### src/rtl/fetch_queue_unit.sv
// fetch_queue_unit: instruction-fetch front end. Keeps the fetch PC, issues one
// outstanding imem request at a time, buffers returned words with their PC in a
// DEPTH-entry circular queue and presents the head to decode over valid/ready.
// Branch redirects flush the queue and turn an in-flight request stale.
// Optional build macro FETCH_PERF_EN enables the saturating perf counters;
// without it the perf_* ports are tied to zero.
//
// state    | meaning
// S_IDLE   | no request outstanding; may issue, or stop at halt/error PC
// S_WAIT   | request outstanding; its response is pushed into the queue
// S_DROP   | stale request outstanding; its response is discarded
// S_HALTED | run finished; no more requests, queue still drains
module fetch_queue_unit #(
  parameter int unsigned       ADDR_W     = 32,
  parameter int unsigned       DATA_W     = 32,
  parameter int unsigned       DEPTH      = 4,
  parameter logic [ADDR_W-1:0] START_ADDR = ADDR_W'(32'h1000),
  parameter logic [ADDR_W-1:0] HALT_ADDR  = ADDR_W'(32'h9080),
  parameter logic [ADDR_W-1:0] ERR_ADDR   = ADDR_W'(32'h5040)
) (
  input  logic              clk,
  input  logic              rst,
  output logic              imem_req,
  output logic [ADDR_W-1:0] imem_addr,
  input  logic [1:0]        imem_status,
  input  logic [DATA_W-1:0] imem_rdata,
  input  logic              redirect,
  input  logic [ADDR_W-1:0] redirect_pc,
  output logic              inst_valid,
  input  logic              inst_ready,
  output logic [DATA_W-1:0] inst_data,
  output logic [ADDR_W-1:0] inst_pc,
  output logic              halt,
  output logic              err,
  output logic [31:0]       perf_fetched,
  output logic [31:0]       perf_flushed,
  output logic [31:0]       perf_stall
);

  localparam int unsigned      PTR_W   = $clog2(DEPTH);
  localparam int unsigned      CNT_W   = PTR_W + 1;
  localparam logic [CNT_W-1:0] DEPTH_C = CNT_W'(DEPTH);

  typedef enum logic [1:0] {S_IDLE, S_WAIT, S_DROP, S_HALTED} state_t;

  state_t            state_q, state_d;
  logic [ADDR_W-1:0] pc_q, pc_d;
  logic              halt_q, halt_d;
  logic              err_q, err_d;

  logic [DATA_W-1:0] q_data [DEPTH];
  logic [ADDR_W-1:0] q_pc   [DEPTH];
  logic [PTR_W-1:0]  wr_ptr_q, rd_ptr_q;
  logic [CNT_W-1:0]  cnt_q;

  logic rsp_vld, redir, pop, push, issue;

  // Next-state, queue handshake and request decode.
  always_comb begin
    rsp_vld = (imem_status == 2'b10);
    redir   = redirect && (state_q != S_HALTED);
    pop     = (cnt_q != '0) && inst_ready && !redir;
    state_d = state_q;
    pc_d    = pc_q;
    halt_d  = halt_q;
    err_d   = err_q;
    push    = 1'b0;
    issue   = 1'b0;
    unique case (state_q)
      S_IDLE: begin
        if (redir) begin
          pc_d = redirect_pc;
        end else if (pc_q == HALT_ADDR) begin
          state_d = S_HALTED;
          halt_d  = 1'b1;
        end else if (pc_q == ERR_ADDR) begin
          state_d = S_HALTED;
          halt_d  = 1'b1;
          err_d   = 1'b1;
        end else if ((cnt_q != DEPTH_C) || pop) begin
          // A slot is reserved for the word this request will return.
          issue   = 1'b1;
          state_d = S_WAIT;
        end
      end
      S_WAIT: begin
        if (redir) begin
          pc_d    = redirect_pc;
          state_d = rsp_vld ? S_IDLE : S_DROP;
        end else if (rsp_vld) begin
          push    = 1'b1;
          pc_d    = pc_q + ADDR_W'(4);
          state_d = S_IDLE;
        end
      end
      S_DROP: begin
        if (redir) pc_d = redirect_pc;
        // A redirect landing on the stale response still retires it.
        if (rsp_vld) state_d = S_IDLE;
      end
      S_HALTED: begin
        state_d = S_HALTED;
      end
      default: state_d = S_IDLE;
    endcase
  end

  assign imem_req   = issue && !rst;
  assign imem_addr  = pc_q;
  assign inst_valid = (cnt_q != '0);
  assign inst_data  = q_data[rd_ptr_q];
  assign inst_pc    = q_pc[rd_ptr_q];
  assign halt       = halt_q;
  assign err        = err_q;

  // Control state register.
  always_ff @(posedge clk) begin
    if (rst) begin
      state_q <= S_IDLE;
      pc_q    <= START_ADDR;
      halt_q  <= 1'b0;
      err_q   <= 1'b0;
    end else begin
      state_q <= state_d;
      pc_q    <= pc_d;
      halt_q  <= halt_d;
      err_q   <= err_d;
    end
  end

  // Queue pointers and occupancy; a redirect empties the queue outright.
  always_ff @(posedge clk) begin
    if (rst || redir) begin
      wr_ptr_q <= '0;
      rd_ptr_q <= '0;
      cnt_q    <= '0;
    end else begin
      if (push) wr_ptr_q <= wr_ptr_q + PTR_W'(1);
      if (pop)  rd_ptr_q <= rd_ptr_q + PTR_W'(1);
      case ({push, pop})
        2'b10:   cnt_q <= cnt_q + CNT_W'(1);
        2'b01:   cnt_q <= cnt_q - CNT_W'(1);
        default: cnt_q <= cnt_q;
      endcase
    end
  end

  // Queue storage; entries are only read while counted valid.
  always_ff @(posedge clk) begin
    if (push) begin
      q_data[wr_ptr_q] <= imem_rdata;
      q_pc[wr_ptr_q]   <= pc_q;
    end
  end

  // Occupancy can never exceed DEPTH because issue reserves the slot.
  always_ff @(posedge clk) begin
    if (!rst) assert (cnt_q <= DEPTH_C);
  end

`ifdef FETCH_PERF_EN
  logic [31:0] fetched_q, flushed_q, stall_q;
  logic [31:0] flush_amt;

  function automatic logic [31:0] sat_add(input logic [31:0] a, input logic [31:0] b);
    logic [32:0] s;
    s = {1'b0, a} + {1'b0, b};
    return s[32] ? 32'hFFFF_FFFF : s[31:0];
  endfunction

  // Words lost to a redirect: queued entries plus the in-flight word, if any.
  always_comb begin
    flush_amt = 32'd0;
    if (redir) flush_amt = 32'(cnt_q) + ((state_q == S_WAIT) ? 32'd1 : 32'd0);
  end

  // Saturating performance counters.
  always_ff @(posedge clk) begin
    if (rst) begin
      fetched_q <= 32'd0;
      flushed_q <= 32'd0;
      stall_q   <= 32'd0;
    end else begin
      fetched_q <= sat_add(fetched_q, {31'd0, push});
      flushed_q <= sat_add(flushed_q, flush_amt);
      stall_q   <= sat_add(stall_q, {31'd0, inst_ready && !inst_valid});
    end
  end

  assign perf_fetched = fetched_q;
  assign perf_flushed = flushed_q;
  assign perf_stall   = stall_q;
`else
  assign perf_fetched = 32'h0;
  assign perf_flushed = 32'h0;
  assign perf_stall   = 32'h0;
`endif

endmodule

### config.mk
export PLATFORM = sky130hd
export DESIGN_NAME = fetch_queue_unit
export DESIGN_NICKNAME = d
export VERILOG_FILES = /design/src/rtl/fetch_queue_unit.sv
export SDC_FILE = /design/constraint.sdc
export NUM_CORES = 1
export LEC_CHECK = 0
export ABC_AREA = 1
export CELL_PAD_IN_SITES_DETAIL_PLACEMENT = 0
export CELL_PAD_IN_SITES_GLOBAL_PLACEMENT = 1
export CORE_ASPECT_RATIO = 1.25
export CORE_MARGIN = 10
export CORE_UTILIZATION = 49
export DETAILED_ROUTE_END_ITERATION = 16
export DONT_BUFFER_PORTS = 1
export PLACE_DENSITY = 0.85
export REMOVE_ABC_BUFFERS = 1
export SYNTH_ARGS = -nofsm -noshare
export SYNTH_HDL_FRONTEND = slang
export SYNTH_SLANG_ARGS = --single-unit
### constraint.sdc
create_clock -name clk -period 5.15 [get_ports clk]
set_input_delay 0 -clock clk [delete_from_list [all_inputs] [get_ports clk]]
set_output_delay 0 -clock clk [all_outputs]
set_load 0.05 [all_outputs]
# Word-level counts from Yosys, hierarchy flattened

Memories as Yosys holds them, arrays and structs flattened. A register that Yosys moved wholly into a read port is not among the register bits.
Cells that the tools add are included.

Word-level logic and storage cells: 77
Register bits: 43
RAM bits: 256
Bits of input ports: 70
ROM bits: 0
Memories kept: 2
Output and inout bits: 196
Latch bits: 0

Equal/unequal tests: 14
Multiply operators: 0
Reduce and logical (&&, ||, !) cells: 18
Add/sub/neg operators: 5
Divide/modulo/power cells: 0
Magnitude comparators: 0
Multiplexer cells: 29
Bitwise gates (word level): 2
Shifts and indexed selects: 0

Memory list:

| memory | words | bits a word | read ports | clocked after Yosys merged registers in | write ports | line | source |
|---|---|---|---|---|---|---|---|
| q_data | 4     | 32          | 1          | 1                                       | 1           | 51   | `logic [DATA_W-1:0] q_data [DEPTH];` |
| q_pc   | 4     | 32          | 1          | 1                                       | 1           | 52   | `logic [ADDR_W-1:0] q_pc [DEPTH];` |

Operators by type and width:

| operator              | number |
|---|---|
| $mux 32               | 3 |
| $pmux 32 s2           | 1 |
| $add 32x3->32 const B | 1 |
| $eq 32x15->1 const B  | 1 |
| $eq 32x16->1 const B  | 1 |
| $mux 2                | 11 |
| $mux 1                | 12 |
| $eq 2x2->1 const B    | 4 |
| $pmux 2 s4            | 1 |
| $ne 3x3->1 const B    | 2 |
| $pmux 3 s2            | 1 |
| $reduce_and 3->1      | 2 |
| $reduce_bool 2->1     | 3 |
| $add 2x1->2 const B   | 2 |
| $eq 2x1->1 const B    | 2 |
| $logic_and 1x1->1     | 4 |
| $ne 2x2->1 const B    | 2 |
| $ne 4x4->1 const B    | 1 |
| $reduce_and 4->1      | 1 |
| $add 3x1->3 const B   | 1 |
| $reduce_bool 3->1     | 1 |
| $sub 3x1->3 const B   | 1 |
| $logic_not 1->1       | 2 |
| $logic_not 2->1       | 1 |
| other kinds (5)       | 7 |

# Depth between registers and ports, before layout

Depth after elaboration: 11
Mapped depth: 11
Depth with buffers taken out: 11

# Worst setup path after synthesis

No wires, ideal clock.

Path type: register to register
Start point: register state_q[1]
End point: memory q_data[0][0] (enable)
Cell stages (with the launch flop): 4
Library setup time: 0.487 ns
Setup slack: 1.292 ns
Buffers on the path: 0
Data arrival time: 3.371 ns
Cell sequence: dfxtp_1 -> nor2_2 -> nand4_2 -> nor2_1

Cells in the longest elaborated chain, start to end: 6
Elaborated cells on any way between the ends: 7
Classes of those cells: eq/ne: 2; mux: 4; reduce/logical: 1

Ends and longest elaborated chain:

| item                             | line | source |
|---|---|---|
| from (decl)                      | 46   | `state_t state_q, state_d;` |
| from (signal assigned)           | 124  | `state_q <= state_d;` |
| $ne 2x2->1                       | 61   | `redir = redirect && (state_q != S_HALTED);` |
| $logic_and 1x1->1                | 61   |  |
| $mux 1                           | 87   | `if (redir) begin` |
| $mux 1 (*)                       | 69   | `unique case (state_q)` |
| $mux 1 (*)                       | 150  | `if (push) begin` |
| $mux 1 (not written as such) (*) | 151  | `q_data[wr_ptr_q] <= imem_rdata;` |
| to (decl)                        | 51   |  |

Mark *: on every way between the ends. The rest lies on a longest branch, timed or not.

==> reports/metrics.cfg <==
[final_layout]
fin_nets=1434
antenna_cells=0
area_growth_pct=13.1
drive_above_1_share=0.0798
final_util=0.565

[detailed_routing]
viasPerCell=5.32
vias=9158
drc=0
ant_nets=0
wl_um=32500
dr.pass1.iters=5
drtIter0Drc=693
routedWlPerCell_um=18.9

[floorplanning]
top_level_ports=266
die_h_um=205
die_area_um2=34500
start_util=0.499
coreArea_um2=26900
num_rows=67
die_w_um=168

[sta]
rsz0062_at_grt=false
skew_ns=0.0125
fmax_mhz=303
final_hold_viol_count=0
period_needed_ns=3.30
setup_viol=0
tightest_slew_ns=1.21
min_period_over_period=0.641
fin_setup_tns_ns=0
relSlewSlack=0.202
slew_violations=0

[synth]
yosysTopAreaCell=edfxtp_1
syn_avg_cell_area_um2=10.5
syn_inst=1282
synth-main-ff-cell=edfxtp_1
yosys_warnings=0
ys_seq_area_frac=0.639
synth_edf_count=256
ys_async_sr_fraction=0
synthTopCellsByArea=edfxtp_1 57%, dfxtp_1 6.7%, nor2_1 6.7%, o21ai_0 5.7%, buf_4 5.5%
syn-cell-area_um2=13400
ys_ff_latch=301
synth_top_area_share=0.572
synth_cell_type_count=34

[clocking]
cts-root-buf=clkbuf_16
clkTransAtPathRegs_ns=0.06
cts_buffers=29
htree_levels=1
clk_latency_ns=0.53
cts_tree=yes
cts.path.max_buffers=3
cts_sinks=301

[setup_path]
reg2regPathDepth=10
path_class=register to output port
required_ns=5.15
crit_path_max_fanout=106
arrival_ns=3.30
crit_path_end_kind=output port
startpoint_type=register

[placement]
io_buffers=0
hpwl_um=21000
globalplace.congestion=0.844

[global_routing]
grt_pass1_vias=9019
grt_pass1_wl_um=49700
grt_max_degree=107
grt_use_total=0.177
overflow=0
antenna_found_initial=0

[run]
maxCapViolCount=0

[power_and_ir_drop]
vdd_drop_max_mv=0.210
p_leak_nw=5.35
p_per_area_nw_per_um2=363

[min_path]
hold_depth=1
hp-class=input port to register

[outcome]
status=finished clean

==> cell families after synthesis <==
| logic type | Yosys count | synth area share |
|---|---|---|
| AO/OA/AOI/OAI | 266 | 0.108 |
| XOR/XNOR | 2 | 0.00130 |
| adder cells (fa/ha/maj) | 8 | 0.00801 |
| buffers and inverters | 216 | 0.0919 |
| flip-flops | 301 | 0.639 |
| other | 1 | 0.000279 |
| AND/OR/NAND/NOR | 488 | 0.151 |
==> area by class of cell <==
| type | count | area, µm² |
|---|---|---|
| clock buffer | 31 | 733 |
| clock inverter | 22 | 253 |
| fill | 2250 | 11700 |
| inverter | 63 | 239 |
| multi-input combinational | 860 | 4000 |
| sequential | 301 | 8590 |
| tap | 345 | 432 |
| timing repair buffer | 101 | 946 |
==> metal layers <==
layer  GRT usage  vias to the layer above  routed length, µm
li1            -                     4418                  -
met5           0                        -                  0
met4      0.0461                        0                586
met1       0.211                     4365              12800
met3      0.0487                       37               2620
met2       0.310                      338              16400
==> layout by cell type, fill, tap and decap left out, types with 26 or more instances in the layout <==
cell type | synthesis | routed
edfxtp_1 | 256 | 256
nor2_1 | 239 | 235
nand2_1 | 156 | 156
o21ai_0 | 154 | 154
conb_1 | 1 | 96
dlygate4sd3_1 | 0 | 75
o22ai_1 | 64 | 64
inv_1 | 59 | 58
nand3_1 | 55 | 55
dfxtp_1 | 45 | 43
a21oi_1 | 39 | 39
clkbuf_16 | 0 | 29
buf_4 | 98 | 26
==> synth_stat cells, types with 3 or more instances <==
master    number
buf_6          6
nor2_1       239
a21oi_1       39
nand3_1       55
edfxtp_1     256
o22ai_1       64
o21ai_0      154
nor3_1         5
inv_1         59
buf_4         98
nor2_4         6
nand4_1        7
nand2_1      156
and2_1         3
inv_2          3
ha_1           7
buf_2          9
nor2_2        10
dfxtp_1       45
clkbuf_1      40
nand2_2        3
==> critical path, stage by stage (launching register included) <==
cell and delay (ns):
dfxtp_4 0.52, inv_4 0.80, buf_4 0.39, o21ai_0 0.10, o22ai_1 0.86
==> stage by stage <==
| stage | power, mW | hold slack (ns) | setup slack, ns | cells | instance area (µm²) |
|---|---|---|---|---|---|
| 2_1_floorplan | 3.23 | 0.0691 | 0.278 | 1224 | 12800 |
| 3_3_place_gp | 3.32 | 0.0749 | 2.42 | 1595 | 13500 |
| 3_5_place_dp | 3.33 | 0.0767 | 2.37 | 1595 | 13500 |
| 4_1_cts | 5.55 | 0.150 | 1.79 | 1723 | 15200 |
| 5_1_grt | 5.71 | 0.159 | 1.57 | 1723 | 15200 |
| 6_report | 5.51 | 0.169 | 1.85 | 1723 | 15200 |
==> timing repair <==
item	CTS	global route
resized for setup	0	0
buffers inserted	0	0
hold endpoints to repair	173	0
hold buffers	75	0
==> final timing paths <==
| kind | from | end | slack (ns) |
|---|---|---|---|
| setup / recovery | register | inst_pc[2] | 1.85 |
| hold / removal | imem_rdata[28] | q_data[1][28] | 0.17 |
| setup reg to reg | imem_addr[3] | imem_addr[22] | 2.25 |
| hold reg to reg | cnt_q[2] | cnt_q[2] | 0.50 |
==> power by group <==
group	leakage (nW)	switching, mW	internal [mW]
Sequential	2.71	0.192	2.70
Clock	0.477	0.880	1.28
Combinational	2.17	0.344	0.112
==> flip-flops by register name, summed over array words and instances, names as in the netlist, named ones only <==
signal	cells
err	1
q_data	128
cnt_q	3
rd_ptr_q	2
halt	1
state_q	2
q_pc	128
wr_ptr_q	2
imem_addr	32
(Power assumes the default switching activity.)
